==> src/rtl/conv_loop_sequencer.sv <==
// Convolution loop-nest sequencer: walks m,p,q (outer) and c,r,s (inner) after start
// and issues one MAC descriptor per valid/ready transfer, followed by a one-cycle done pulse.
module conv_loop_sequencer #(
    parameter int DIM_W  = 8,
    parameter int ADDR_W = 16
) (
    input  logic              clk,
    input  logic              rst_n,
    input  logic              start,
    input  logic              abort,
    input  logic [DIM_W-1:0]  dim_c,
    input  logic [DIM_W-1:0]  dim_h,
    input  logic [DIM_W-1:0]  dim_w,
    input  logic [DIM_W-1:0]  dim_r,
    input  logic [DIM_W-1:0]  dim_s,
    input  logic [DIM_W-1:0]  dim_m,
    input  logic [DIM_W-1:0]  dim_p,
    input  logic [DIM_W-1:0]  dim_q,
    input  logic [ADDR_W-1:0] in_base,
    input  logic [ADDR_W-1:0] wt_base,
    input  logic [ADDR_W-1:0] out_base,
    output logic              op_valid,
    input  logic              op_ready,
    output logic [ADDR_W-1:0] in_addr,
    output logic [ADDR_W-1:0] wt_addr,
    output logic [ADDR_W-1:0] out_addr,
    output logic              acc_first,
    output logic              acc_last,
    output logic              busy,
    output logic              done
);

    localparam logic [DIM_W-1:0] DIM_ONE = DIM_W'(1);

    // EMPTY gives a zero-sized layer the same two-cycle start-to-done turnaround as a one-op layer
    typedef enum logic [1:0] {IDLE, RUN, EMPTY, DONE} state_t;

    state_t            state;
    logic [DIM_W-1:0]  cnt_c, cnt_r, cnt_s, cnt_m, cnt_p, cnt_q;
    logic [DIM_W-1:0]  lat_c, lat_h, lat_w, lat_r, lat_s, lat_m, lat_p, lat_q;
    logic [ADDR_W-1:0] lat_in_base, lat_wt_base, lat_out_base;

    logic              wrap_s, wrap_r, wrap_c, wrap_q, wrap_p, wrap_m;
    logic              final_op, any_zero;
    logic [DIM_W-1:0]  nxt_c, nxt_r, nxt_s, nxt_m, nxt_p, nxt_q;
    logic [DIM_W-1:0]  sel_c, sel_h, sel_w, sel_r, sel_s, sel_p, sel_q;
    logic [ADDR_W-1:0] sel_in_base, sel_wt_base, sel_out_base;
    logic [ADDR_W-1:0] nxt_in_addr, nxt_wt_addr, nxt_out_addr;
    logic              nxt_first, nxt_last;

    // Next descriptor: the first one straight from the inputs in IDLE, else the successor of the current one
    always_comb begin
        wrap_s   = (cnt_s == lat_s - DIM_ONE);
        wrap_r   = (cnt_r == lat_r - DIM_ONE);
        wrap_c   = (cnt_c == lat_c - DIM_ONE);
        wrap_q   = (cnt_q == lat_q - DIM_ONE);
        wrap_p   = (cnt_p == lat_p - DIM_ONE);
        wrap_m   = (cnt_m == lat_m - DIM_ONE);
        final_op = wrap_s && wrap_r && wrap_c && wrap_q && wrap_p && wrap_m;
        any_zero = (dim_c == '0) || (dim_r == '0) || (dim_s == '0) ||
                   (dim_m == '0) || (dim_p == '0) || (dim_q == '0);

        sel_c        = lat_c;
        sel_h        = lat_h;
        sel_w        = lat_w;
        sel_r        = lat_r;
        sel_s        = lat_s;
        sel_p        = lat_p;
        sel_q        = lat_q;
        sel_in_base  = lat_in_base;
        sel_wt_base  = lat_wt_base;
        sel_out_base = lat_out_base;
        nxt_s = wrap_s ? '0 : cnt_s + DIM_ONE;
        nxt_r = !wrap_s ? cnt_r : (wrap_r ? '0 : cnt_r + DIM_ONE);
        nxt_c = !(wrap_s && wrap_r) ? cnt_c : (wrap_c ? '0 : cnt_c + DIM_ONE);
        nxt_q = !(wrap_s && wrap_r && wrap_c) ? cnt_q : (wrap_q ? '0 : cnt_q + DIM_ONE);
        nxt_p = !(wrap_s && wrap_r && wrap_c && wrap_q) ? cnt_p : (wrap_p ? '0 : cnt_p + DIM_ONE);
        nxt_m = !(wrap_s && wrap_r && wrap_c && wrap_q && wrap_p) ? cnt_m :
                (wrap_m ? '0 : cnt_m + DIM_ONE);

        if (state == IDLE) begin
            sel_c        = dim_c;
            sel_h        = dim_h;
            sel_w        = dim_w;
            sel_r        = dim_r;
            sel_s        = dim_s;
            sel_p        = dim_p;
            sel_q        = dim_q;
            sel_in_base  = in_base;
            sel_wt_base  = wt_base;
            sel_out_base = out_base;
            nxt_s = '0;
            nxt_r = '0;
            nxt_c = '0;
            nxt_q = '0;
            nxt_p = '0;
            nxt_m = '0;
        end

        nxt_in_addr  = sel_in_base +
                       (ADDR_W'(nxt_c) * ADDR_W'(sel_h) + ADDR_W'(nxt_p) + ADDR_W'(nxt_r)) * ADDR_W'(sel_w) +
                       ADDR_W'(nxt_q) + ADDR_W'(nxt_s);
        nxt_wt_addr  = sel_wt_base +
                       ((ADDR_W'(nxt_m) * ADDR_W'(sel_c) + ADDR_W'(nxt_c)) * ADDR_W'(sel_r) + ADDR_W'(nxt_r)) *
                       ADDR_W'(sel_s) + ADDR_W'(nxt_s);
        nxt_out_addr = sel_out_base +
                       (ADDR_W'(nxt_m) * ADDR_W'(sel_p) + ADDR_W'(nxt_p)) * ADDR_W'(sel_q) + ADDR_W'(nxt_q);
        nxt_first    = (nxt_c == '0) && (nxt_r == '0) && (nxt_s == '0);
        nxt_last     = (nxt_c == sel_c - DIM_ONE) && (nxt_r == sel_r - DIM_ONE) &&
                       (nxt_s == sel_s - DIM_ONE);
    end

    // Control FSM with registered descriptor fields; abort overrides every state
    always_ff @(posedge clk or negedge rst_n) begin
        if (!rst_n) begin
            state        <= IDLE;
            op_valid     <= 1'b0;
            busy         <= 1'b0;
            done         <= 1'b0;
            in_addr      <= '0;
            wt_addr      <= '0;
            out_addr     <= '0;
            acc_first    <= 1'b0;
            acc_last     <= 1'b0;
            cnt_c        <= '0;
            cnt_r        <= '0;
            cnt_s        <= '0;
            cnt_m        <= '0;
            cnt_p        <= '0;
            cnt_q        <= '0;
            lat_c        <= '0;
            lat_h        <= '0;
            lat_w        <= '0;
            lat_r        <= '0;
            lat_s        <= '0;
            lat_m        <= '0;
            lat_p        <= '0;
            lat_q        <= '0;
            lat_in_base  <= '0;
            lat_wt_base  <= '0;
            lat_out_base <= '0;
        end else if (abort) begin
            state    <= IDLE;
            op_valid <= 1'b0;
            busy     <= 1'b0;
            done     <= 1'b0;
        end else begin
            case (state)
                IDLE: begin
                    done <= 1'b0;
                    if (start) begin
                        lat_c        <= dim_c;
                        lat_h        <= dim_h;
                        lat_w        <= dim_w;
                        lat_r        <= dim_r;
                        lat_s        <= dim_s;
                        lat_m        <= dim_m;
                        lat_p        <= dim_p;
                        lat_q        <= dim_q;
                        lat_in_base  <= in_base;
                        lat_wt_base  <= wt_base;
                        lat_out_base <= out_base;
                        cnt_c        <= '0;
                        cnt_r        <= '0;
                        cnt_s        <= '0;
                        cnt_m        <= '0;
                        cnt_p        <= '0;
                        cnt_q        <= '0;
                        if (any_zero) begin
                            state <= EMPTY;
                        end else begin
                            state     <= RUN;
                            op_valid  <= 1'b1;
                            busy      <= 1'b1;
                            in_addr   <= nxt_in_addr;
                            wt_addr   <= nxt_wt_addr;
                            out_addr  <= nxt_out_addr;
                            acc_first <= nxt_first;
                            acc_last  <= nxt_last;
                        end
                    end
                end
                RUN: begin
                    if (op_ready) begin
                        if (final_op) begin
                            state    <= DONE;
                            op_valid <= 1'b0;
                            busy     <= 1'b0;
                            done     <= 1'b1;
                        end else begin
                            cnt_c     <= nxt_c;
                            cnt_r     <= nxt_r;
                            cnt_s     <= nxt_s;
                            cnt_m     <= nxt_m;
                            cnt_p     <= nxt_p;
                            cnt_q     <= nxt_q;
                            in_addr   <= nxt_in_addr;
                            wt_addr   <= nxt_wt_addr;
                            out_addr  <= nxt_out_addr;
                            acc_first <= nxt_first;
                            acc_last  <= nxt_last;
                        end
                    end
                end
                EMPTY: begin
                    state <= DONE;
                    done  <= 1'b1;
                end
                DONE: begin
                    state <= IDLE;
                    done  <= 1'b0;
                end
                default: state <= IDLE;
            endcase
        end
    end

endmodule

==> config.mk <==
export PLATFORM = sky130hd
export DESIGN_NAME = conv_loop_sequencer
export DESIGN_NICKNAME = d
export VERILOG_FILES = /design/src/rtl/conv_loop_sequencer.sv
export SDC_FILE = /design/constraint.sdc
export NUM_CORES = 2
export LEC_CHECK = 0
export ABC_AREA = 0
export BUFFER_PORTS_ARGS = -buffer_cell sky130_fd_sc_hd__buf_4
export CAP_MARGIN = 20
export CORE_ASPECT_RATIO = 0.75
export CORE_MARGIN = 2
export CORE_UTILIZATION = 55
export DETAILED_ROUTE_END_ITERATION = 12
export PLACE_DENSITY = 0.82
export SYNTH_ARGS = -nofsm -noshare
export SYNTH_HDL_FRONTEND = slang
export SYNTH_SLANG_ARGS = --single-unit
==> constraint.sdc <==
create_clock -name clk -period 18 [get_ports clk]
set_input_delay 3.6 -clock clk [delete_from_list [all_inputs] [get_ports clk]]
set_output_delay 3.6 -clock clk [all_outputs]
set_load 0.02 [all_outputs]
==> metrics.md <==
| Metric | Value |
|---|---|
| Status | complete, no violations |
| DRT Pass-1 Iters | 6 |
| Endpoints failing setup | 0 |
| IO Pins | 170 |
| Clk sinks | 214 |
| Dominant cells by area after synthesis | fa_1 (27%), dfrtp_1 (16%), ha_1 (11%) |
| DR DRC count | 0 |
| CTS tree | yes |
| Non-Filler Instances | 4518 |
| CTS Hold Bufs | 0 |
| First-pass GRT wire length | roughly 140 mm |
| Yosys top cell by area | fa_1 |
| FILL cells | between 4000 and 5000 |
| Post-synthesis cell area | ~0.033 mm^2 |
| Peak supply drop | ~110 uV |
| Syn_area_per_cell | between 9 and 10 um^2 |
| Type of destination of the critical path | flip-flop |
| Num CTS Buffers | 28 |
| Power per cell area | 101 mW/mm^2 |
| Overall global routing resource usage | 0.275 |
| RSZ-0062 raised after global routing | false |
| Syn. warnings | 0 |
| Slowest CP cell | a2111oi_0 |
| F_max | ~61 MHz |
| HP Class | reg -> reg |
| Share of cells above drive strength 1 | 0.121 |
| Via density per instance | between 5 and 6 |
| Final core occ | 0.609 |
| Max-cap check violation count | 0 |
| R2R Setup Slk | 1.63 ns |
| RR Startpoint | lat_c[0] |
| Hold path startpoint | out_addr[5] |
| Die W | approximately 290 um |
| Die ar. | just over 0.06 mm^2 |
| Gr ovfl total | 0 |
| Worst Path Arrival | between 15 and 20 ns |
| Skew final | between 0.015 and 0.02 ns |
| Final Routed Wirelength | ~84 mm |
| Sequential fraction of the synthesis area | 0.162 |
| Yosys reg bits | approximately 210 |
| Most common library cell in the layout ignoring fill and taps | inv_1 |
| Placed Instances | between 4000 and 5000 |
| Rel. slew slack | 0.197 |
| Hold Crit Depth | 2 |
| Initial Util | 0.558 |
| Area Growth Syn to Fin | 9.32% |
| Period minus WS final | between 15 and 20 ns |
| Crit path kind | reg -> reg |
| Slew Viols, Final | 0 |
| Critical R2R Capture | wt_addr[15] |
| Yosys cell types | 77 |
| Antenna Nets Post-Route | 0 |
| WP buf/inv | 12 |
| Number of buffers added on ports | about 170 |
| DR vias | 25400 |
| Root Buffer | clkbuf_16 |
| Synth async-reset ratio | 1.00 |
| H-tree Lvls | 1 |
| Delay-heaviest family, CP | adder cells |
| Top FF cell, synth | dfrtp_1 |
| CP max stage delay | just over 0.7 ns |
| Most frequent cells in the layout | inv_1 (578), fa_1 (450), nand2_1 (435), ha_1 (278), nor2_1 (249) |
| Critical Path Source Type | flip-flop |
| Worst Hold Path EP | out_addr[5] |
| Row count | 77 |
| CTS resizes | 0 |
| Final TNS setup | 0 ns |
| Syn Inst Count | about 3600 |
| P_leak | ~17 nW |
| Final Cycle Share | 0.909 |
| Initial antenna violation count | 5 |
| Post-CTS setup buffers | 0 |
| Routability congestion estimate | about 1 |
| Fin Hold WS | between 0.4 and 0.5 ns |
| DR iter-0 viols | a little over 2000 |
| Worst-skew pair later-pin latency | about 0.6 ns |
| Hold violation count in the final report | 0 |
| Clk slew on worst S/H paths | 0.06 ns |
| Post-Place Setup Slack | about 1.8 ns |
| Synth top area share | 0.273 |
| Core box area | approximately 0.06 mm^2 |
| Worst-margin pin slew | between 1 and 1.5 ns |
| Vias in the first global route | approximately 26000 |
| CP max FO | 31 |
| Post-DP HPWL | between 60 and 70 mm |
| Final Worst Setup Slack | about 1.6 ns |
| CTS Buffer Depth | 3 |
| Synth Net Count | between 4000 and 5000 |
| WL/cell | between 15 and 20 um |
| Final #Nets | ~4500 |
| FF-to-FF path depth | a little under 60 |
| Required time worst endpoint | about 18 ns |
| Die Y | about 220 um |
| Number of flops mapped to enable cells by yosys | 0 |
| Largest net degree at the start of global routing | a little over 90 |
[per-stage QoR]
| stage | cell area, um^2 | total power, mW |
|---|---|---|
| 2_1_floorplan | 33000 | 2.33 |
| 6_report | 36100 | 3.66 |
| 3_5_place_dp | 35000 | 2.96 |
| 5_1_grt | 36000 | 3.90 |
| 4_1_cts | 36000 | 3.64 |
| 3_3_place_gp | 35000 | 2.90 |
[routing by layer]
layer | up-vias | track usage | wire, um
met5 | - | 0 | 24
met4 | 4 | 0.0688 | 2200
met3 | 144 | 0.0548 | 7150
met2 | 989 | 0.434 | 38000
met1 | 12600 | 0.390 | 36200
li1 | 11700 | - | -
[how the worst max path moves through the flow]
stage,from,to,slack (ns),cells past startpoint
3_5_place_dp,dim_c[0],wt_addr[15],1.77,53
3_3_place_gp,dim_c[0],wt_addr[15],2.08,51
4_1_cts,lat_c[0],wt_addr[15],1.78,59
2_1_floorplan,dim_c[0],wt_addr[15],3.08,50
5_1_grt,lat_c[0],wt_addr[15],0.78,59
6_report,lat_c[0],wt_addr[15],1.63,59
[flip-flops by register name, indices dropped and copies added, names as in the netlist, 16 cells and up]
| name | flops |
|---|---|
| out_addr | 16 |
| in_addr | 16 |
| wt_addr | 16 |
| lat_out_base | 16 |
| lat_wt_base | 16 |
| lat_in_base | 16 |
[where the power goes]
group	switching, mW	internal (mW)	leakage [nW]
Combinational	1.31	0.843	13.9
Sequential	0.170	0.671	2.66
Clock	0.252	0.409	0.518
Total	1.73	1.92	17.1
[Yosys cell counts (6+ instances only)]
library cell	number
xnor3_1	6
mux2i_1	76
nand2_1	435
a22o_1	6
inv_1	578
dfrtp_1	214
nor2b_1	68
nand4b_1	6
buf_1	7
xor2_1	96
o21ai_1	11
and2_1	50
nor3_1	63
nand4_1	11
ha_1	279
xnor2_1	182
buf_4	9
a31o_2	6
nand3b_1	10
nand3_1	44
a21oi_1	66
mux2_2	164
nand2b_1	65
nor4_1	23
a31oi_1	10
nor2_1	249
or3_1	17
o2111ai_1	6
o21bai_1	15
o31ai_1	34
a21o_1	24
or2_2	12
buf_2	29
fa_1	450
clkbuf_1	74
o21a_1	8
and3_1	16
o21ai_0	98
a211oi_1	7
[worst min-delay path, cell delays in order (launching register included)]
cell and delay [ns]:
dfrtp_1 0.34, nand2_1 0.05, o21ai_0 0.06
[kinds of logic (layout without fill, tap and decap cells)]
group           Yosys count  in the layout  synth area share
simple gates           1089           1089             0.154
fa+ha+maj               729            729             0.379
buf+inv                 703            838            0.0829
compound gates          329            329            0.0639
xor+xnor                284            284            0.0779
mux                     241            241            0.0794
flops                   214            214             0.162
other cells               0              4                 0
[layout make-up]
cell class	count	area, um^2	share of cell area
tap	790	988	0.0274
inverter	578	2170	0.0602
sequential	214	5360	0.149
antenna	4	10.0	0.000278
clock buffer	37	786	0.0218
clock inverter	15	273	0.00757
multi-input combinational	2672	24900	0.691
timing repair buffer	208	1570	0.0435
Power figures use the tool's default switching activity.
